### config.mk
export PLATFORM = sky130hd
export DESIGN_NAME = rec_fn_lane_converter
export DESIGN_NICKNAME = d
export VERILOG_FILES = /design/src/rtl/rec_fn_lane_converter.sv
export SDC_FILE = /design/constraint.sdc
export NUM_CORES = 1
export LEC_CHECK = 0
export BUFFER_PORTS_ARGS = -buffer_cell sky130_fd_sc_hd__buf_2
export CAP_MARGIN = 5
export CELL_PAD_IN_SITES_DETAIL_PLACEMENT = 0
export CELL_PAD_IN_SITES_GLOBAL_PLACEMENT = 1
export CORE_ASPECT_RATIO = 0.75
export CORE_MARGIN = 2
export CORE_UTILIZATION = 46
export DETAILED_ROUTE_END_ITERATION = 8
export PLACE_DENSITY_LB_ADDON = 0.1
export SLEW_MARGIN = 5
export SYNTH_ARGS = -nofsm -noshare
export SYNTH_HDL_FRONTEND = slang
export SYNTH_SLANG_ARGS = --single-unit
export TNS_END_PERCENT = 50
### constraint.sdc
create_clock -name clk -period 11.15 [get_ports clk]
set_clock_uncertainty 0.05 [all_clocks]
set_input_delay 2.23 -clock clk [delete_from_list [all_inputs] [get_ports clk]]
set_output_delay 2.23 -clock clk [all_outputs]
set_load 0.01 [all_outputs]
### src/rtl/rec_fn_lane_converter.sv
// rec_fn_lane_converter
// Converts a packed vector of numLanes operands between IEEE-754 (fN) and
// HardFloat recoded (recFN) encodings. One shared conversion datapath is
// time-multiplexed over the lanes, one lane per cycle, under a go/done
// handshake. Results are staged in a result buffer and published to the
// outputs all at once, so a partially converted vector is never visible.
module rec_fn_lane_converter #(
  parameter int expWidth = 8,
  parameter int sigWidth = 24,
  parameter int numLanes = 4
) (
  input  logic                                      clk,
  input  logic                                      reset,
  input  logic                                      go,
  input  logic                                      dir,
  input  logic [numLanes*(expWidth+sigWidth+1)-1:0] in_,
  output logic [numLanes*(expWidth+sigWidth+1)-1:0] out,
  output logic [numLanes-1:0]                       is_nan,
  output logic [numLanes-1:0]                       is_subnorm,
  output logic                                      done
);

  // Slot width (recFN width), exponent width and stored fraction width.
  localparam int W   = expWidth + sigWidth + 1;
  localparam int EW  = expWidth;
  localparam int FW  = sigWidth - 1;
  localparam int LCW = (numLanes > 1) ? $clog2(numLanes) : 1;

  // Offset between an IEEE biased exponent and the recoded exponent, and the
  // smallest recoded exponent that still maps to an IEEE normal number.
  localparam logic [EW:0]     REC_OFS   = (EW+1)'((2 ** (EW - 1)) + 1);
  localparam logic [EW:0]     MIN_NORM  = (EW+1)'((2 ** (EW - 1)) + 2);
  localparam logic [LCW-1:0]  LAST_LANE = LCW'(numLanes - 1);

  typedef enum logic [1:0] {
    IDLE = 2'd0,
    CONV = 2'd1,
    DONE = 2'd2
  } state_e;

  // Leading-zero count of an IEEE fraction field (FW when the field is zero).
  // Scanning upward lets the highest set bit win.
  function automatic logic [EW:0] lead_zeros(input logic [FW-1:0] f);
    logic [EW:0] n;
    n = (EW+1)'(FW);
    for (int i = 0; i < FW; i++) begin
      n = f[i] ? (EW+1)'(FW - 1 - i) : n;
    end
    return n;
  endfunction

  // IEEE -> recoded. Result packing: {is_nan, is_subnorm, recFN value}.
  // Subnormals are normalised: the leading one is shifted out of the fraction
  // and the exponent is lowered by the shift distance.
  function automatic logic [W+1:0] fn_to_rec(input logic [W-2:0] v);
    logic          sign;
    logic [EW-1:0] e;
    logic [FW-1:0] f;
    logic [EW:0]   nd;
    logic [EW:0]   rexp;
    logic [FW-1:0] rf;
    logic          nan;
    logic          sub;
    sign = v[W-2];
    e    = v[W-3:FW];
    f    = v[FW-1:0];
    nd   = lead_zeros(f);
    nan  = (&e) & (|f);
    sub  = (~(|e)) & (|f);
    rf   = f;
    if (~(|e)) begin
      if (|f) begin
        rexp = REC_OFS - nd;
        rf   = f << (nd + (EW+1)'(1));
      end else begin
        rexp = {(EW+1){1'b0}};
      end
    end else if (&e) begin
      // 110 for infinity, 111 for NaN; the NaN payload rides in the fraction.
      rexp = {2'b11, |f, (EW-2)'(0)};
    end else begin
      rexp = {1'b0, e} + REC_OFS;
    end
    return {nan, sub, sign, rexp, rf};
  endfunction

  // Recoded -> IEEE. Result packing: {is_nan, is_subnorm, slot value} with the
  // slot's top bit held at zero.
  function automatic logic [W+1:0] rec_to_fn(input logic [W-1:0] v);
    logic          sign;
    logic [EW:0]   rexp;
    logic [FW-1:0] f;
    logic [EW-1:0] oexp;
    logic [FW-1:0] ofrac;
    logic [EW:0]   shamt;
    logic          nan;
    sign  = v[W-1];
    rexp  = v[W-2:FW];
    f     = v[FW-1:0];
    nan   = 1'b0;
    shamt = MIN_NORM - rexp;
    case (rexp[EW:EW-2])
      3'b000: begin
        oexp  = {EW{1'b0}};
        ofrac = {FW{1'b0}};
      end
      3'b110: begin
        oexp  = {EW{1'b1}};
        ofrac = {FW{1'b0}};
      end
      3'b111: begin
        oexp  = {EW{1'b1}};
        ofrac = f;
        nan   = 1'b1;
      end
      default: begin
        if (rexp < MIN_NORM) begin
          // Restore the hidden one and denormalise; large distances flush to 0.
          oexp  = {EW{1'b0}};
          ofrac = FW'({1'b1, f} >> shamt);
        end else begin
          oexp  = EW'(rexp - REC_OFS);
          ofrac = f;
        end
      end
    endcase
    return {nan, (~(|oexp)) & (|ofrac), 1'b0, sign, oexp, ofrac};
  endfunction

  state_e                 state_q, state_d;
  logic [LCW-1:0]         lane_cnt_q, lane_cnt_d;
  logic                   dir_q, dir_d;
  logic [numLanes*W-1:0]  op_q, op_d;
  logic [numLanes*W-1:0]  res_q, res_d;
  logic [numLanes-1:0]    res_nan_q, res_nan_d;
  logic [numLanes-1:0]    res_sub_q, res_sub_d;
  logic [numLanes*W-1:0]  out_q, out_d;
  logic [numLanes-1:0]    nan_q, nan_d;
  logic [numLanes-1:0]    sub_q, sub_d;
  logic                   done_q, done_d;

  logic [W-1:0]           lane_op_s;
  logic [W+1:0]           fwd_s;
  logic [W+1:0]           bwd_s;
  logic [W+1:0]           conv_s;

  // Select the buffered operand addressed by the lane counter.
  always_comb begin
    lane_op_s = {W{1'b0}};
    for (int i = 0; i < numLanes; i++) begin
      lane_op_s = (lane_cnt_q == LCW'(i)) ? op_q[i*W +: W] : lane_op_s;
    end
  end

  // Shared conversion datapath, steered by the direction latched at go.
  always_comb begin
    fwd_s  = fn_to_rec(lane_op_s[W-2:0]);
    bwd_s  = rec_to_fn(lane_op_s);
    conv_s = dir_q ? bwd_s : fwd_s;
  end

  // Next-state and buffer update logic for the IDLE/CONV/DONE sequencer.
  always_comb begin
    state_d    = state_q;
    lane_cnt_d = lane_cnt_q;
    dir_d      = dir_q;
    op_d       = op_q;
    res_d      = res_q;
    res_nan_d  = res_nan_q;
    res_sub_d  = res_sub_q;
    out_d      = out_q;
    nan_d      = nan_q;
    sub_d      = sub_q;
    done_d     = 1'b0;
    case (state_q)
      IDLE: begin
        if (go) begin
          op_d       = in_;
          dir_d      = dir;
          lane_cnt_d = {LCW{1'b0}};
          state_d    = CONV;
        end else begin
          state_d    = IDLE;
        end
      end
      CONV: begin
        for (int i = 0; i < numLanes; i++) begin
          if (lane_cnt_q == LCW'(i)) begin
            res_d[i*W +: W] = conv_s[W-1:0];
            res_nan_d[i]    = conv_s[W+1];
            res_sub_d[i]    = conv_s[W];
          end else begin
            res_d[i*W +: W] = res_q[i*W +: W];
            res_nan_d[i]    = res_nan_q[i];
            res_sub_d[i]    = res_sub_q[i];
          end
        end
        if (lane_cnt_q == LAST_LANE) begin
          state_d    = DONE;
        end else begin
          lane_cnt_d = lane_cnt_q + LCW'(1);
        end
      end
      DONE: begin
        // Publish the whole vector and its flags in the same edge as done.
        out_d   = res_q;
        nan_d   = res_nan_q;
        sub_d   = res_sub_q;
        done_d  = 1'b1;
        state_d = IDLE;
      end
      default: begin
        state_d = IDLE;
      end
    endcase
  end

  // State, buffer and output registers; reset aborts and clears everything.
  always_ff @(posedge clk) begin
    if (reset) begin
      state_q    <= IDLE;
      lane_cnt_q <= {LCW{1'b0}};
      dir_q      <= 1'b0;
      op_q       <= {(numLanes*W){1'b0}};
      res_q      <= {(numLanes*W){1'b0}};
      res_nan_q  <= {numLanes{1'b0}};
      res_sub_q  <= {numLanes{1'b0}};
      out_q      <= {(numLanes*W){1'b0}};
      nan_q      <= {numLanes{1'b0}};
      sub_q      <= {numLanes{1'b0}};
      done_q     <= 1'b0;
    end else begin
      state_q    <= state_d;
      lane_cnt_q <= lane_cnt_d;
      dir_q      <= dir_d;
      op_q       <= op_d;
      res_q      <= res_d;
      res_nan_q  <= res_nan_d;
      res_sub_q  <= res_sub_d;
      out_q      <= out_d;
      nan_q      <= nan_d;
      sub_q      <= sub_d;
      done_q     <= done_d;
    end
  end

  assign out        = out_q;
  assign is_nan     = nan_q;
  assign is_subnorm = sub_q;
  assign done       = done_q;

endmodule

# Yosys cells after proc, flatten, opt, wreduce, memory -nomap -nowiden
# Cells that the tools add are included.
# Widths: inputs -> output; s select.
dict set report totals {
  mem_bits_rw 0
  mem_bits_ro 0
  output_inout_bits 141
  register_bits 418
  latchBits 0
  memories 0
  word_cells 106
  inputBits 136
}
dict set report op_classes {
  eq_ne 10
  n_mux 45
  addsub 6
  n_lt_le_gt_ge 1
  bitwise 5
  n_shift 2
  div 0
  mul 0
  reduce_logical 17
}
# cell n
set ops {}
lappend ops {{$mux 33} 4}
lappend ops {{$mux 5} 16}
lappend ops {{$mux 23} 3}
lappend ops {{$pmux 23 s2} 1}
lappend ops {{$reduce_or 23->1} 2}
lappend ops {{$mux 35} 1}
lappend ops {{$mux 9} 3}
lappend ops {{$shr 24x9->23} 1}
lappend ops {{$shl 23x6->23} 1}
lappend ops {{$pmux 8 s2} 1}
lappend ops {{$reduce_or 8->1} 2}
lappend ops {{$mux 3} 4}
lappend ops {{$mux 2} 5}
lappend ops {{$reduce_and 2->1} 5}
lappend ops {{$add 8x8->9 const B} 1}
lappend ops {{$lt 9x8->1 const B} 1}
lappend ops {{$sub 8x5->9 const A} 1}
lappend ops {{$sub 8x9->9 const A} 1}
lappend ops {{$mux 8} 1}
lappend ops {{$pmux 2 s2} 2}
lappend ops {{$reduce_and 8->1} 1}
lappend ops {{$sub 8x8->8 const B} 1}
lappend ops {{$add 5x1->6 const B} 1}
lappend ops {{$eq 2x2->1 const B} 3}
lappend ops {{12 further kinds} 24}

# Logic depth before layout (Yosys ltp)
# Gate-level depths: netlist of the first run.
dict set report depth {
  word_depth 33
  mapped_depth 26
  mapped_depth_nobuf 20
}

# Least setup slack after synthesis of the first run
# OpenSTA, ideal clock, no wires.
dict set report synth_timing {
  path_type {register to register}
  start {reg lane_cnt_q[1]}
  end {reg res_q[112]}
  required_ps 10964
  period_less_slack_ps 4938
  slack_ps 6212
  arrival_time_ps 4753
  setup_time_ps 136
  path_stages_with_launch 24
  path_buffers 6
  cell_sequence {dfxtp_1 > inv_1 > ha_1 > buf_4 > buf_2 > nand3b_1 > a311oi_4 > a21oi_1 > o211ai_1 > a41o_1 > a21oi_4 > inv_2 > buf_6 > buf_2 > ha_1 > clkbuf_1 > clkbuf_1 > a31oi_1 > o221a_2 > o21a_1 > o21ai_1 > nand3_1 > a221oi_1 > o41ai_1}
}
dict set report synth_between {
  elab_chain_cells 33
  elab_cells_between_ends 48
  cone_classes {add/sub (2); order compare (1); eq/ne (5); shift (2); mux (32); reduce/logical (6)}
}
# element line_no
set synth_rtl {}
lappend synth_rtl {{start: declaration} 131} ;# logic [LCW-1:0] lane_cnt_q, lane_cnt_d;
lappend synth_rtl {{start signal: assignment} 222} ;# lane_cnt_q <= {LCW{1'b0}};
lappend synth_rtl {{start signal: assignment} 234} ;# lane_cnt_q <= lane_cnt_d;
lappend synth_rtl {{$logic_not 2->1} 151} ;# lane_op_s = (lane_cnt_q == LCW'(i)) ? op_q[i*W +: W] : lane_op_s;
lappend synth_rtl {{$mux 33 (4 in a row)} 151}
lappend synth_rtl {{$mux 1} 47} ;# n = f[i] ? (EW+1)'(FW - 1 - i) : n;
lappend synth_rtl {{$mux 2 (2 in a row)} 47}
lappend synth_rtl {{$mux 3 (4 in a row)} 47}
lappend synth_rtl {{$mux 5 (16 in a row)} 47}
lappend synth_rtl {{$add 5x1->6} 74} ;# rf = f << (nd + (EW+1)'(1));
lappend synth_rtl {{$shl 23x6->23} 74}
lappend synth_rtl {{$mux 23} 72} ;# if (|f) begin
lappend synth_rtl {{$mux 23} 71} ;# if (~(|e)) begin
lappend synth_rtl {{$mux 35} 159} ;# conv_s = dir_q ? bwd_s : fwd_s;
lappend synth_rtl {{end signal: assignment} 225} ;# res_q <= {(numLanes*W){1'b0}};
lappend synth_rtl {{end signal: assignment} 237} ;# res_q <= res_d;
lappend synth_rtl {{end: declaration} 134} ;# logic [numLanes*W-1:0] res_q, res_d;
# Parallel ways exist; a longest one is shown, timed or not.
# A chain may end at the register's enable or synchronous reset.

# Worst setup path after layout of the first run
dict set report layout_timing {
  start {reg lane_cnt_q[0]}
  end {reg res_q[112]}
}
# Same word-level chain as after synthesis.

==> results.yml, run 1 <==
status:
  outcome: "complete, but fails checks"
  failed_checks: "capacitance limit"
clocking:
  cts_sinks: 418
  cts_resized: 0
  cts.repair_timing.setup_buffer_count: 0
  htree_levels: 2
  cts_tree: "yes"
  insertion_delay_ns: 0.60
  clk_pin_slew_ns: 0.07
  numCtsBuffers: 40
  ctsLongestPathBuffers: 3
  cts_root_buf: "clkbuf_16"
  ctsHoldBuffers: 0
place:
  finalWeightedCongestion: 0.996
  hpwl_um: 61900
  place_ws_ns: 3.73
  port_buffers: 276
  placed_cells: 3455
  placed_area_um2: 22800
pwr:
  ir_drop_mv: 0.136
  power_density_nw_per_um2: 190
  leakagePower_nw: 8.94
timing:
  slew_headroom_pct: 1.42
  final_hold_viol_count: 0
  worstMarginPinSlew_ns: 1.46
  setup_tns_ns: 0
  rsz0062_at_grt: "no"
  slew_viol_final: 0
  min_period_over_period_pct: 69.2
  min_period_ns: 7.72
  max_freq_mhz: 130
  worst_slack_ns: 3.43
  finalSetupViolCount: 0
detailed_routing:
  dr.pass1.iters: 6
  routedWlPerCell_um: 24.2
  dr_total_vias: 21900
  postRouteAntennaNets: 0
  routed_wl_um: 85100
  viasPerCell: 6.22
  drc: 0
  drt-initial-drc-count: 2734
setup_path:
  worst-path-buf-inv: 5
  slowest_delay_ns: 0.85
  cp_top_family: "compound AO/OA/AOI/OAI gates"
  crit_arrival_ns: 8.09
  startpoint_type: "flip-flop"
  worstPathCellList: "inv_1, ha_1, buf_4, or2_1, a211oi_1, a211oi_1, o221ai_1, a41o_1, a21oi_4, buf_4, inv_2, ha_1, inv_1, nand2_1, a221oi_1, a2111oi_0, o21a_1, mux2i_1, a21oi_1, a21oi_1, a221oi_1, o41ai_1"
  slowest_stage: "a211oi_1"
  crit_required_ns: 11.52
  critical_path_class: "flip-flop to flip-flop"
  cp-end-kind: "flip-flop"
  path_max_fanout: 42
die:
  dieWidth_um: 252
  die-area_um2: 48100
  num_rows: 68
  ios: 277
  start_util_pct: 46.5
  die_y_um: 190
  coreArea_um2: 45900
global_routing:
  grt_max_degree: 194
  first_global_vias: 20300
  grt_pass1_wl_um: 126000
  antenna_found_initial: 2
  overflow: 0
  grtUsageTotal_pct: 34.5
cells_and_area:
  fin_nets: 3046
  stdcell_count: 3524
  diodes: 0
  drive_gt1_share_pct: 16.5
  syn2layout_area_growth_pct: 13.3
  n_fill_cell: 4403
  fin_area_um2: 24100
yosys:
  syn_area_um2: 21300
  synth_top_cell_by_area: "dfxtp_1"
  synth_area_leaders: "dfxtp_1 (39%), nand2_1 (14%), a21oi_1 (9.5%), clkbuf_1 (2.9%), mux2i_1 (2.5%)"
  ys.flop_type: "dfxtp_1"
  ys_warn_count: 0
  ys_types: 99
  synthArstFlopShare_pct: 0
  synth.avg_cell_area_um2: 7.69
  synth_nets: 2915
  synth-edff-count: 0
  synthCells: 2771
  synth.top_cell.area_share_pct: 39.3
  synth-seq-area-share_pct: 39.3
  synth_seq_cells: 418
worst_hold_path:
  hold_class: "flip-flop to flip-flop"
job:
  cap_violations: 1
## routing by layer
layer	vias up	part of all wire (%)	wire length [µm]	track usage [%]
li1	10100	-	-	-
met1	10700	46	39100	51.3
met2	996	42	35400	49.9
met3	109	11	9180	9.00
met4	4	1.7	1460	7.21
met5	-	0.028	24	0
## worst min-delay path, cell delays in order, from the launching register on
cell and delay, ns:
dfxtp_1 0.31, nand2_1 0.05, a21oi_1 0.05
## cells by family after synthesis
logic type      synth area share [%]
fa+ha+maj                      0.470
xor+xnor                       0.605
simple gates                    24.3
buf+inv                         5.04
flops                           39.3
compound gates                  25.8
mux                             4.45
## state kept, by name (all words and copies together) (netlist names)
name	flops
op_q	132
dir_q	1
is_nan	4
state_q	2
out	132
res_sub_q	4
res_nan_q	4
done	1
is_subnorm	4
res_q	132
lane_cnt_q	2
## synthesized netlist by cell type, types with 9 or more instances
library cell and instances:
nor2_1 141, a22oi_1 13, a311o_1 13, a211oi_1 54
a311oi_2 11, a31oi_1 24, dfxtp_1 418, buf_4 11
nor2b_1 28, nand3_1 45, buf_1 15, o41ai_1 15
and2_1 17, nand2b_1 9, o21ai_0 81, nor3b_1 13
a211oi_2 11, a21oi_1 403, mux4_2 16, o221ai_1 9
o211ai_1 35, inv_1 9, nor3_1 35, o31ai_1 14
buf_2 39, mux2i_1 53, nand4_1 14, clkbuf_1 163
nand3b_1 44, a221oi_1 10, o22ai_1 16, nand2_1 769
a311oi_1 19
## cells in the final DEF, fill, tap and decap left out, types with 23 or more instances in the layout
| cell type | count |
|---|---|
| nand2_1 | 768 |
| dfxtp_1 | 418 |
| a21oi_1 | 403 |
| buf_2 | 275 |
| nor2_1 | 141 |
| o21ai_0 | 81 |
| a211oi_1 | 54 |
| mux2i_1 | 53 |
| buf_4 | 47 |
| nand3_1 | 45 |
| nand3b_1 | 44 |
| clkbuf_16 | 40 |
| o211ai_1 | 35 |
| nor3_1 | 35 |
| nor2b_1 | 27 |
| a31oi_1 | 23 |
## layout make-up
type                            count  area (µm²)  share of cell area (%)
Clock buffer                       58        1130                    4.68
Clock inverter                     11         165                   0.684
Tap cell                          595         744                    3.08
Inverter                           13        48.8                   0.202
Multi-Input combinational cell   2105       11900                    49.4
Timing Repair Buffer              324        1760                    7.31
Sequential cell                   418        8370                    34.7
## metrics by stage
step	utilization, %	hold WS (ns)	total power [mW]
after CTS	52.6	0.403	4.55
after global placement	49.8	0.391	3.19
final	52.6	0.396	4.59
after floorplan	-	0.381	2.61
after detailed placement	49.8	0.392	3.17
after global routing	52.6	0.416	4.75
## report_power, final
group	switching [mW]	total, mW	internal (mW)	leakage, nW
logic	1.15	1.63	0.474	4.93
registers	0.0406	1.58	1.54	3.39
clock network	0.621	1.38	0.758	0.623
## worst paths after layout
check	from	to	slack, ns	depth (start not counted)
worst min-delay path	res_q[5]	out[5]	0.40	2
worst max-delay path	lane_cnt_q[0]	res_q[112]	3.43	22
worst max register to register	lane_cnt_q[0]	res_q[112]	3.43	22
worst min register to register	res_q[5]	out[5]	0.40	2
No activity file was read; power rests on OpenSTA's default activity.
==> inputs of run 2 (changes only) <==
--- a/config.mk
+++ b/config.mk
@@ -11,7 +11,7 @@
 export CELL_PAD_IN_SITES_GLOBAL_PLACEMENT = 1
 export CORE_ASPECT_RATIO = 0.75
 export CORE_MARGIN = 2
-export CORE_UTILIZATION = 46
+export CORE_UTILIZATION = 39
 export DETAILED_ROUTE_END_ITERATION = 8
 export PLACE_DENSITY_LB_ADDON = 0.1
 export SLEW_MARGIN = 5
==> constraint.sdc (replaced) <==
create_clock -name clk -period 7 [get_ports clk]
set_clock_uncertainty 0.05 [all_clocks]
set_input_delay 1.4 -clock clk [delete_from_list [all_inputs] [get_ports clk]]
set_output_delay 1.4 -clock clk [all_outputs]
set_load 0.01 [all_outputs]
==> results.yml, run 2 (same netlist as run 1, synthesis figures left out) <==
status:
  outcome: "finished clean"
clocking:
  cts_sinks: 418
  cts_root_buf: "clkbuf_16"
  cts_tree: "yes"
  htree_levels: 2
  insertion_delay_ns: 0.60
  cts_resized: 0
  cts.repair_timing.setup_buffer_count: 0
  ctsHoldBuffers: 0
  clk_pin_slew_ns: 0.07
  ctsLongestPathBuffers: 3
  numCtsBuffers: 44
setup_path:
  crit_arrival_ns: 6.73
  critical_path_class: "flip-flop to flip-flop"
  startpoint_type: "flip-flop"
  path_depth: 17
  rr_worst_depth: 17
  cp-end-kind: "flip-flop"
  path_max_fanout: 24
  worstPathCellList: "inv_1, ha_1, buf_4, nand3b_1, a211oi_1, buf_4, ha_1, xnor2_2, buf_4, mux2i_1, a211oi_1, a2bb2o_1, or4_1, a32oi_1, o21ai_0, a21oi_1, a211oi_1"
  cp_top_family: "compound AO/OA/AOI/OAI gates"
  worst-path-buf-inv: 4
  slowest_stage: "ha_1"
  slowest_delay_ns: 0.74
  crit_required_ns: 7.40
timing:
  finalSetupViolCount: 0
  setup_tns_ns: 0
  slew_viol_final: 0
  max_freq_mhz: 158
  final_hold_viol_count: 0
  slew_headroom_pct: 9.88
  min_period_ns: 6.33
  min_period_over_period_pct: 90.5
  worst_slack_ns: 0.668
  rsz0062_at_grt: "no"
  worstMarginPinSlew_ns: 1.34
global_routing:
  grt_pass1_wl_um: 132000
  antenna_found_initial: 3
  grtUsageTotal_pct: 31.3
  grt_max_degree: 200
  overflow: 0
  first_global_vias: 20300
pwr:
  power_switching_mw: 3.04
  power_frac_comb_pct: 35.5
  p_sw_share_pct: 39.0
  p_seq_share_pct: 32.3
  ir_drop_mv: 0.198
  clock_power_share_pct: 32.2
  leakagePower_nw: 9.29
  p_int_mw: 4.75
  power_density_nw_per_um2: 313
place:
  finalWeightedCongestion: 0.996
  hpwl_um: 66500
  placed_area_um2: 23300
  place_ws_ns: 0.899
  port_buffers: 276
die:
  start_util_pct: 39.3
  die-area_um2: 56500
  dieWidth_um: 274
  coreArea_um2: 54300
  die_y_um: 206
  num_rows: 74
  ios: 277
cells_and_area:
  final_cell_mix: "nand2_1 (768), dfxtp_1 (418), a21oi_1 (403)"
  drive_gt1_share_pct: 18.2
  multi_input_area_um2: 11900
  diodes: 0
  n_fill_cell: 5592
  post-route-util_pct: 45.9
  seqCellArea_um2: 8370
  final_common_cell: "nand2_1"
  syn2layout_area_growth_pct: 16.8
  fin_area_um2: 24900
  fin_nets: 3093
detailed_routing:
  postRouteAntennaNets: 0
  wl_met3_um: 8390
  drt-initial-drc-count: 2323
  dr.pass1.iters: 5
  drc: 0
  dr_total_vias: 21900
  wl_met1_um: 43900
  top_layer: "met4"
  routed_wl_um: 90700
  viasPerCell: 5.91
  routedWlPerCell_um: 24.5
  wl_met2_um: 36900
worst_hold_path:
  hold_class: "flip-flop to flip-flop"
  whs_path_depth: 2
job:
  cap_violations: 0
-- run 2: cell count changes in the layout (fill, tap and decap cells not counted), moves of 3 or more --
cell	change
buf_4	+41
bufinv_16	+3
clkbuf_8	+4
clkbuf_16	+4
clkinv_2	+7
clkbuf_1	-5
-- run 2: path summary, 6_finish.rpt --
kind,endpoint,start,slack [ns]
worst min register to register,out[39],res_q[39],0.39
worst max-delay path,res_q[106],lane_cnt_q[0],0.67
worst min-delay path,out[39],res_q[39],0.39
worst max register to register,res_q[106],lane_cnt_q[0],0.67
-- run 2: cell type report --
class,instances,area share (%)
clock buffer,61,5.08
tap,722,3.63
multi-input combinational,2105,47.9
timing repair buffer,367,8.43
inverter,13,0.196
sequential,418,33.6
clock inverter,21,1.18
-- run 2: stage by stage --
step | hold WS, ns | power (mW) | cells
detailed placement | 0.393 | 5.21 | 3624
global route | 0.422 | 8.06 | 3707
finish | 0.392 | 7.79 | 3707
CTS | 0.394 | 7.73 | 3706
floorplan | 0.381 | 4.15 | 2771
global placement | 0.390 | 5.24 | 3624
-- run 2: metal layers --
metal,vias up,GRT usage (%)
met5,-,0
met4,0,6.42
met3,102,7.87
met2,854,44.2
met1,10700,47.3
li1,10200,-
-- run 2: power by group through the flow --
stage | Clock [mW] | Sequential, mW | Combinational (mW)
2_1_floorplan | 0 | 2.54 | 1.62
3_3_place_gp | 0 | 2.57 | 2.68
3_5_place_dp | 0 | 2.57 | 2.65
4_1_cts | 2.55 | 2.51 | 2.66
5_1_grt | 2.66 | 2.52 | 2.88
6_report | 2.51 | 2.52 | 2.76
-- run 2: worst min-delay path, delay by kind of cell, from the launching register on --
kind / cells / cell delay, ns
flip-flops: 1 / 0.32
AND/OR/NAND/NOR: 1 / 0.05
AO/OA/AOI/OAI: 1 / 0.05
